===== src/rtl/alu_seq_pkg.sv =====
// Shared types and constants for the ALU command sequencer.
package alu_seq_pkg;

    // Sequencer FSM states
    typedef enum logic [1:0] {
        IDLE,
        DRIVE,
        RESP
    } state_t;

    // Bit positions inside the captured flag vector
    localparam int unsigned FLAG_OVF   = 3;
    localparam int unsigned FLAG_CARRY = 2;
    localparam int unsigned FLAG_NEG   = 1;
    localparam int unsigned FLAG_ZERO  = 0;

    // Highest select code the ALU implements
    localparam logic [3:0] MAX_SEL_DEFAULT = 4'd12;

    // Width of one queued command: {a, b, sel}
    localparam int unsigned CMD_W = 20;

    function automatic logic sel_is_legal(input logic [3:0] sel, input logic [3:0] max_sel);
        return sel <= max_sel;
    endfunction

endpackage


===== src/rtl/alu_cmd_fifo.sv =====
// Synchronous command FIFO with extra-MSB pointers for full/empty detection.
module alu_cmd_fifo #(
    parameter int unsigned DEPTH = 4,
    parameter int unsigned WIDTH = 20
) (
    input  logic             clk,
    input  logic             rst_n,
    input  logic             push,
    input  logic             pop,
    input  logic [WIDTH-1:0] wdata,
    output logic [WIDTH-1:0] rdata,
    output logic             full,
    output logic             empty
);

    localparam int unsigned AW = $clog2(DEPTH);

    logic [AW:0]      wr_ptr;
    logic [AW:0]      rd_ptr;
    logic [WIDTH-1:0] mem [DEPTH];
    logic             push_ok;
    logic             pop_ok;

    assign empty   = (wr_ptr == rd_ptr);
    assign full    = (wr_ptr[AW-1:0] == rd_ptr[AW-1:0]) && (wr_ptr[AW] != rd_ptr[AW]);
    // A full FIFO refuses pushes even when a pop happens in the same cycle
    assign push_ok = push && !full;
    assign pop_ok  = pop && !empty;
    assign rdata   = mem[rd_ptr[AW-1:0]];

    // Pointer update; pointers wrap naturally through the extra MSB
    always_ff @(posedge clk or negedge rst_n) begin
        if (!rst_n) begin
            wr_ptr <= '0;
            rd_ptr <= '0;
        end else begin
            if (push_ok) wr_ptr <= wr_ptr + 1'b1;
            if (pop_ok)  rd_ptr <= rd_ptr + 1'b1;
        end
    end

    // Storage write; contents need no reset because the pointers gate visibility
    always_ff @(posedge clk) begin
        if (push_ok) mem[wr_ptr[AW-1:0]] <= wdata;
    end

endmodule


===== src/rtl/alu_cmd_sequencer.sv =====
// Handshaked one-op-at-a-time driver for the 8-bit combinational ALU.
module alu_cmd_sequencer
    import alu_seq_pkg::*;
#(
    parameter int unsigned CMD_DEPTH     = 4,
    parameter int unsigned SETTLE_CYCLES = 1,
    parameter logic [3:0]  MAX_SEL       = MAX_SEL_DEFAULT
) (
    input  logic        clk,
    input  logic        rst_n,
    input  logic        cmd_valid,
    output logic        cmd_ready,
    input  logic [7:0]  cmd_a,
    input  logic [7:0]  cmd_b,
    input  logic [3:0]  cmd_sel,
    output logic [7:0]  alu_a,
    output logic [7:0]  alu_b,
    output logic [3:0]  alu_sel,
    input  logic [7:0]  alu_result,
    input  logic        alu_zero,
    input  logic        alu_negative,
    input  logic        alu_carry,
    input  logic        alu_overflow,
    output logic        rsp_valid,
    input  logic        rsp_ready,
    output logic [7:0]  rsp_result,
    output logic [3:0]  rsp_flags,
    output logic        rsp_err,
    output logic        busy,
    output logic [15:0] op_count
);

    localparam logic [3:0] SETTLE = 4'(SETTLE_CYCLES);

    state_t          state, state_n;
    logic [3:0]      cnt, cnt_n;
    logic [7:0]      alu_a_n, alu_b_n;
    logic [3:0]      alu_sel_n;
    logic            rsp_valid_n, rsp_err_n;
    logic [7:0]      rsp_result_n;
    logic [3:0]      rsp_flags_n;
    logic [15:0]     op_count_n;
    logic            dispatch;
    logic            pop;
    logic            full, empty;
    logic [CMD_W-1:0] head;
    logic [7:0]      head_a, head_b;
    logic [3:0]      head_sel;

    alu_cmd_fifo #(
        .DEPTH(CMD_DEPTH),
        .WIDTH(CMD_W)
    ) u_fifo (
        .clk  (clk),
        .rst_n(rst_n),
        .push (cmd_valid),
        .pop  (pop),
        .wdata({cmd_a, cmd_b, cmd_sel}),
        .rdata(head),
        .full (full),
        .empty(empty)
    );

    assign {head_a, head_b, head_sel} = head;
    assign cmd_ready = !full;
    assign busy      = (state != IDLE) || !empty;

    // State and datapath registers
    always_ff @(posedge clk or negedge rst_n) begin
        if (!rst_n) begin
            state      <= IDLE;
            cnt        <= '0;
            alu_a      <= '0;
            alu_b      <= '0;
            alu_sel    <= '0;
            rsp_valid  <= 1'b0;
            rsp_result <= '0;
            rsp_flags  <= '0;
            rsp_err    <= 1'b0;
            op_count   <= '0;
        end else begin
            state      <= state_n;
            cnt        <= cnt_n;
            alu_a      <= alu_a_n;
            alu_b      <= alu_b_n;
            alu_sel    <= alu_sel_n;
            rsp_valid  <= rsp_valid_n;
            rsp_result <= rsp_result_n;
            rsp_flags  <= rsp_flags_n;
            rsp_err    <= rsp_err_n;
            op_count   <= op_count_n;
        end
    end

    // Next-state logic; IDLE and a completed RESP share one dispatch path
    always_comb begin
        state_n      = state;
        cnt_n        = cnt;
        alu_a_n      = alu_a;
        alu_b_n      = alu_b;
        alu_sel_n    = alu_sel;
        rsp_valid_n  = rsp_valid;
        rsp_result_n = rsp_result;
        rsp_flags_n  = rsp_flags;
        rsp_err_n    = rsp_err;
        op_count_n   = op_count;
        dispatch     = 1'b0;
        pop          = 1'b0;

        case (state)
            IDLE: dispatch = !empty;
            DRIVE: begin
                cnt_n = cnt - 4'd1;
                if (cnt == 4'd1) begin
                    rsp_result_n             = alu_result;
                    rsp_flags_n[FLAG_OVF]    = alu_overflow;
                    rsp_flags_n[FLAG_CARRY]  = alu_carry;
                    rsp_flags_n[FLAG_NEG]    = alu_negative;
                    rsp_flags_n[FLAG_ZERO]   = alu_zero;
                    rsp_err_n                = 1'b0;
                    rsp_valid_n              = 1'b1;
                    state_n                  = RESP;
                end
            end
            RESP: begin
                if (rsp_ready) begin
                    rsp_valid_n = 1'b0;
                    op_count_n  = op_count + 16'd1;
                    if (!empty) dispatch = 1'b1;
                    else        state_n  = IDLE;
                end
            end
            default: state_n = IDLE;
        endcase

        // An illegal dispatch re-raises rsp_valid, overriding the clear above
        if (dispatch) begin
            pop = 1'b1;
            if (sel_is_legal(head_sel, MAX_SEL)) begin
                alu_a_n   = head_a;
                alu_b_n   = head_b;
                alu_sel_n = head_sel;
                cnt_n     = SETTLE;
                state_n   = DRIVE;
            end else begin
                rsp_result_n = '0;
                rsp_flags_n  = '0;
                rsp_err_n    = 1'b1;
                rsp_valid_n  = 1'b1;
                state_n      = RESP;
            end
        end
    end

endmodule


===== config.mk =====
export PLATFORM = sky130hd
export DESIGN_NAME = alu_cmd_sequencer
export DESIGN_NICKNAME = d
export VERILOG_FILES = /design/src/rtl/alu_seq_pkg.sv /design/src/rtl/alu_cmd_fifo.sv /design/src/rtl/alu_cmd_sequencer.sv
export SDC_FILE = /design/constraint.sdc
export NUM_CORES = 1
export LEC_CHECK = 0
export CAP_MARGIN = 15
export CORE_ASPECT_RATIO = 1.4
export CORE_UTILIZATION = 50
export CTS_CLUSTER_SIZE = 16
export DETAILED_ROUTE_END_ITERATION = 6
export PLACE_DENSITY = 0.75
export SYNTH_ARGS = -nofsm -noshare
export SYNTH_HDL_FRONTEND = slang
export SYNTH_SLANG_ARGS = --single-unit

===== constraint.sdc =====
create_clock -name clk -period 2.7 [get_ports clk]
set_input_delay 0.54 -clock clk [delete_from_list [all_inputs] [get_ports clk]]
set_output_delay 0.54 -clock clk [all_outputs]
set_load 0.02 [all_outputs]

After elaboration in Yosys (flattened, before gate mapping)
Memories as Yosys holds them, arrays and structs flattened. Index checks and enable logic that the tools add are counted.

Register bits after elaboration: 62. Memories: 1. Output and inout bits: 52. Memory bits (writable): 80. Bits of input ports: 36.

Magnitude comparators: 1. $add $sub $neg: 4. Mux-type cells: 32. Eq/ne operators: 10. Reductions and logical operators: 11.

Memory list: u_fifo.mem (words 4, width 20, read ports 1, clocked after Yosys merged registers in 0, wr ports 1, RTL line alu_cmd_fifo.sv:20) `logic [WIDTH-1:0] mem [DEPTH];`.

Operator list (count): 8-bit 2-to-1 mux (4); 4-bit 2-to-1 mux (7); 16-bit by 1-bit adder with 16-bit output (second input constant) (1); 1-bit 2-to-1 mux (13); 2-bit 2-to-1 mux (5); 3-bit != test (second input constant) (3); 3-bit by 1-bit adder with 3-bit output (second input constant) (2); 2-bit one-hot mux with 3 select lines (1); 4-bit by 1-bit equality test with 1-bit output (second input constant) (1); 4-bit less-or-equal comparator (second input constant) (1); 1-bit one-hot mux with 2 select lines (2); 2-bit AND reduction (2); 4-bit AND reduction (1); 4-bit by 1-bit subtractor with 4-bit output (second input constant) (1); 3-bit equality test (1); 1-bit logical AND (3); 2-bit by 1-bit equality test with 1-bit output (second input constant) (1); 2-bit equality test (1); 2-bit equality test (second input constant) (1); 1-bit zero test (2); 2-bit zero test (1); 2-bit != test (second input constant) (1); 2-bit nonzero test (1); 1-bit logical OR (1); 1-bit != test (1).

Longest topological paths before layout
Gate-level depths: netlist of run 1.

Depth in word-level cells: 6. Mapped depth: 8. Depth with buffers taken out: 6.

Cells and area by module
A second synthesis of run 1 with hierarchy kept.

Cell total of the unflattened synthesis: 358. Area total of the unflattened synthesis: 5868.1 µm².

By module, submodules not included: alu_cmd_fifo (area an instance 3397.0 µm², times used 1, cells each 154); alu_cmd_sequencer (area an instance 2471.1 µm², times used 1, cells each 204).

Least setup slack after synthesis of run 1
Ideal clock, no wire load.

Path type: register to register. From: reg u_fifo.rd_ptr[0]. To: mem u_fifo.mem[3][0], enable pin. Setup time: 0.380 ns. Path slack: 0.543 ns. Required time: 2.320 ns. Cell stages (with the launch flop): 6. Data arrival time: 1.777 ns. Clock period less this slack: 2.157 ns. Cell sequence: dfrtp_1 -> buf_6 -> buf_6 -> xnor2_1 -> a31oi_1 -> and2_1.

Word-level cells in the longest chain between the ends: 6.

RTL lines: start: declaration (RTL line alu_cmd_fifo.sv:19) `logic [AW:0] rd_ptr;`; start signal: assignment (RTL line alu_cmd_fifo.sv:38) `if (pop_ok) rd_ptr <= rd_ptr + 1'b1;`; 2-bit equality test (RTL line alu_cmd_fifo.sv:25) `assign full = (wr_ptr[AW-1:0] == rd_ptr[AW-1:0]) && (wr_ptr[AW] != rd_ptr[AW]);`; 1-bit logical AND (RTL line alu_cmd_fifo.sv:25); 1-bit zero test (RTL line alu_cmd_fifo.sv:27) `assign push_ok = push && !full;`; 1-bit logical AND (RTL line alu_cmd_fifo.sv:27); 1-bit 2-to-1 mux (RTL line alu_cmd_fifo.sv:44) `if (push_ok) mem[wr_ptr[AW-1:0]] <= wdata;`; 1-bit 2-to-1 mux (implied by the code) (RTL line alu_cmd_fifo.sv:44); end: declaration (RTL line alu_cmd_fifo.sv:20).

No other way between the ends.

Worst setup path in the final report of run 1
From: reg state[0]. To: out busy.

Word-level cells in the longest chain between the ends: 2.

RTL lines: start: declaration (RTL line alu_cmd_sequencer.sv:35) `state_t state, state_n;`; start signal: assignment (RTL line alu_cmd_sequencer.sv:82) `state <= state_n;`; 2-bit nonzero test (RTL line alu_cmd_sequencer.sv:66) `assign busy = (state != IDLE) || !empty;`; 1-bit logical OR (RTL line alu_cmd_sequencer.sv:66); end: declaration (RTL line alu_cmd_sequencer.sv:29) `output logic busy,`.

No other way between the ends.

==> impl_metrics.env, run 1 <==
export IMPL_timing_critical_path_fanout_max=4
export IMPL_worst_path_dominant_cell_family="buffers and inverters"
export IMPL_layout_cells_most_common="sky130_fd_sc_hd__clkdlybuf4s50_1"
export IMPL_slew_limit_headroom_pct=54.1
export IMPL_power_per_cell_area_nw_per_um2=1240
export IMPL_drc=0
export IMPL_largest_net_degree_at_the_start_of_global_routing=37
export IMPL_timing_final_crit_share_pct=95.0
export IMPL_dp_cells=579
export IMPL_critical_path_s_most_frequent_cell="sky130_fd_sc_hd__inv_1"
export IMPL_global_route_usage_total_pct=19.2
export IMPL_post_route_cells_drive_above_1_share_pct=18.9
export IMPL_gpl_final_weighted_congestion=0.753
export IMPL_ys_seq_elements=142
export IMPL_finalHoldViolations=0
export IMPL_finalSetupViolations=0
export IMPL_finalWirelength_um=10600
export IMPL_detail_route_antenna_nets=0
export IMPL_layout_setup_ws_ns=0.135
export IMPL_cts_reportedPaths_clkPinSlew_ns=0.05
export IMPL_holdCritPathClass="in -> async"
export IMPL_max_cap_viol_count=0
export IMPL_yosysWarningCount=0
export IMPL_routed_length_per_instance_um=17.4
export IMPL_max_clock_freq_mhz=390
export IMPL_final_core_util_pct=67.7
export IMPL_type_of_origin_of_the_critical_path="flop"
export IMPL_route_detailed_vias_per_inst=5.23
export IMPL_path_class="reg -> out"
export IMPL_cts_inserted_buffers=17
export IMPL_gate_count_of_the_mapped_netlist=347
export IMPL_ir_worst_vdd_v=0.000626
export IMPL_outcome="complete, no violations"
export IMPL_top_reg_cell_synth="sky130_fd_sc_hd__edfxtp_1"
export IMPL_synthesis_area_per_instance_um2=16.5
export IMPL_area_growth_pct=30.1
export IMPL_crit_path_cell_trace="inv_1, ha_1, inv_1, or4_1, dlygate4sd2_1"
export IMPL_initial_detailed_routing_violation_count=77
export IMPL_dr_pass1_iters=4
export IMPL_placement_rows=45
export IMPL_ctsRootBufferMaster="sky130_fd_sc_hd__clkbuf_16"
export IMPL_worst_endpoint_required_ns=2.16
export IMPL_globalRouteOverflowTotal=0
export IMPL_dp_hpwl_um=7260
export IMPL_finalWorstPathRequiredPeriod_ns=2.56
export IMPL_cell_area_after_layout_um2=7470
export IMPL_crit_arrival_ns=2.02
export IMPL_worst_slew_pin_slew_ns=0.688
export IMPL_n_antenna_cell=0
export IMPL_floorplan_die_width_um=92.6
export IMPL_chipHeight_um=129
export IMPL_initial_core_utilization_pct=52.0
export IMPL_ys_seq_area_share_pct=68.9
export IMPL_netlist_top_cell_by_area="sky130_fd_sc_hd__edfxtp_1"
export IMPL_tritoncts_clock_tree="yes"
export IMPL_synth_lib_cells_used_distinct=36
export IMPL_crit_reg2reg_launch="u_fifo.rd_ptr[0]"
export IMPL_critPathLaunch="state[0]"
export IMPL_cp_num_buf_inv=3
export IMPL_rsz_0062_raised_after_global_routing="false"
export IMPL_final_max_slew_viol_count=0
export IMPL_crit_path_top_delay_cell="sky130_fd_sc_hd__or4_1"
export IMPL_number_of_antenna_violations_at_the_first_check_in_global_routing=0
export IMPL_number_of_non_filler_instances_in_the_completed_layout=613
export IMPL_detailed_place_area_um2=6880
export IMPL_setup_total_negative_slack_ns=0
export IMPL_grt_pass1_wl_um=17000
export IMPL_finalClockSkew_ns=0.00766
export IMPL_clock_insertion_delay_worst_skew_ns=0.40
export IMPL_clkSinkCount=142
export IMPL_synth_nets=394
export IMPL_synth_edff_count=80
export IMPL_syn_area_um2=5740
export IMPL_core_um2=11000
export IMPL_die_area_um2=11900
export IMPL_port_buffer_count=87
export IMPL_boundaryPins=88
export IMPL_nets=506
export IMPL_first_global_vias=3355
export IMPL_mostFrequentLayoutCells="85 x sky130_fd_sc_hd__clkdlybuf4s50_1, 80 x sky130_fd_sc_hd__edfxtp_1, 61 x sky130_fd_sc_hd__dfrtp_1"
export IMPL_routed_via_count=3207
export IMPL_postSynth_asyncResetShare_pct=43.7
export IMPL_max_clock_path_buffers=2
export IMPL_crit_path_max_incr_delay_ns=0.50
export IMPL_end_kind="output pin"
export IMPL_post_synth_top_area_fraction_pct=41.8
export IMPL_placement_setup_worst_slack_ns=0.320
export IMPL_synthTopCellsByArea="sky130_fd_sc_hd__edfxtp_1 42%, sky130_fd_sc_hd__dfrtp_1 27%, sky130_fd_sc_hd__mux4_2 7.8%"
export IMPL_power_static_leakage_nw=2.95
export IMPL_htree_num_levels=4
==> final timing paths <==
kind | to | slack (ns) | depth (start not counted)
worst min register to register | u_fifo.wr_ptr[2] | 0.48 | 1
max in group asynchronous | alu_sel[0] | 1.89 | 2
worst max-delay path | busy | 0.14 | 5
worst max register to register | alu_b[7] | 0.33 | 7
worst min-delay path | op_count[5] | 0.18 | 1
min in group clk | u_fifo.wr_ptr[2] | 0.48 | 1
==> power by group <==
group	switching (mW)	leakage (nW)	internal, mW
logic	1.78	1.17	1.92
registers	0.324	1.50	2.98
clock network	0.792	0.277	1.47
==> state kept, by name (all words and copies together), names as in the netlist, 2 cells and up <==
| signal | count |
|---|---|
| alu_sel | 4 |
| rsp_result | 8 |
| u_fifo.rd_ptr | 3 |
| u_fifo.mem | 80 |
| op_count | 16 |
| alu_b | 8 |
| cnt | 4 |
| state | 2 |
| rsp_flags | 4 |
| alu_a | 8 |
| u_fifo.wr_ptr | 3 |
==> metal layers <==
layer / global-route usage [%] / vias to the layer above / part of all wire [%]
met4: 6.07 / 0 / 0.65
met5: 0 / - / 0
met2: 35.2 / 88 / 55
met1: 21.6 / 1617 / 40
li1: - / 1498 / -
met3: 5.44 / 4 / 4.6
==> cells in the mapped netlist, drive strengths merged, types with 2 or more instances <==
| library cell | number |
|---|---|
| edfxtp | 80 |
| dfrtp | 62 |
| nand2 | 37 |
| mux2 | 21 |
| mux4 | 20 |
| a21oi | 17 |
| xnor2 | 14 |
| xor2 | 13 |
| inv | 12 |
| ha | 11 |
| and2 | 8 |
| buf | 7 |
| nor2 | 6 |
| clkbuf | 5 |
| nand3 | 5 |
| nor3 | 5 |
| and3 | 3 |
| o21ai | 3 |
| a21o | 2 |
| a31oi | 2 |
| nor3b | 2 |
==> through the flow <==
step / hold slack (ns) / power (mW)
detailed placement: 0.473 / 7.05
global route: 0.222 / 9.75
global placement: 0.457 / 6.91
floorplan: 0.244 / 5.75
CTS: 0.194 / 9.35
finish: 0.181 / 9.26
==> repair_timing <==
action                     4_1_cts  5_1_grt
gates resized for setup          1        0
buffers inserted                 0        2
setup endpoints to repair        1        1
hold buffers                     0        0
==> cell type report <==
type / instances / area [um^2]
clock inverters: 8 / 115
clock buffers: 24 / 462
flip-flops and latches: 142 / 3960
inverters: 12 / 45.0
fillers: 766 / 3570
well taps: 141 / 176
repair buffers: 105 / 1050
multi-input cells: 181 / 1660
==> cells by family after synthesis <==
kind of cell | count (synthesis) | share of synthesized area [%]
AO/OA/AOI/OAI | 30 | 3.31
XOR/XNOR | 27 | 4.12
adder cells (fa/ha/maj) | 11 | 2.40
buffers and inverters | 24 | 2.16
flip-flops | 142 | 68.9
multiplexers | 42 | 13.3
AND/OR/NAND/NOR | 71 | 5.89
(Power assumes the default switching activity.)
==> run 2: changes to the inputs <==
--- a/config.mk
+++ b/config.mk
@@ -11,6 +11,7 @@
 export CTS_CLUSTER_SIZE = 16
 export DETAILED_ROUTE_END_ITERATION = 6
 export PLACE_DENSITY = 0.75
+export SLEW_MARGIN = 20
 export SYNTH_ARGS = -nofsm -noshare
 export SYNTH_HDL_FRONTEND = slang
 export SYNTH_SLANG_ARGS = --single-unit
==> results of run 2 <==
No change in the layout: final DEF, timing and power equal those of run 1.
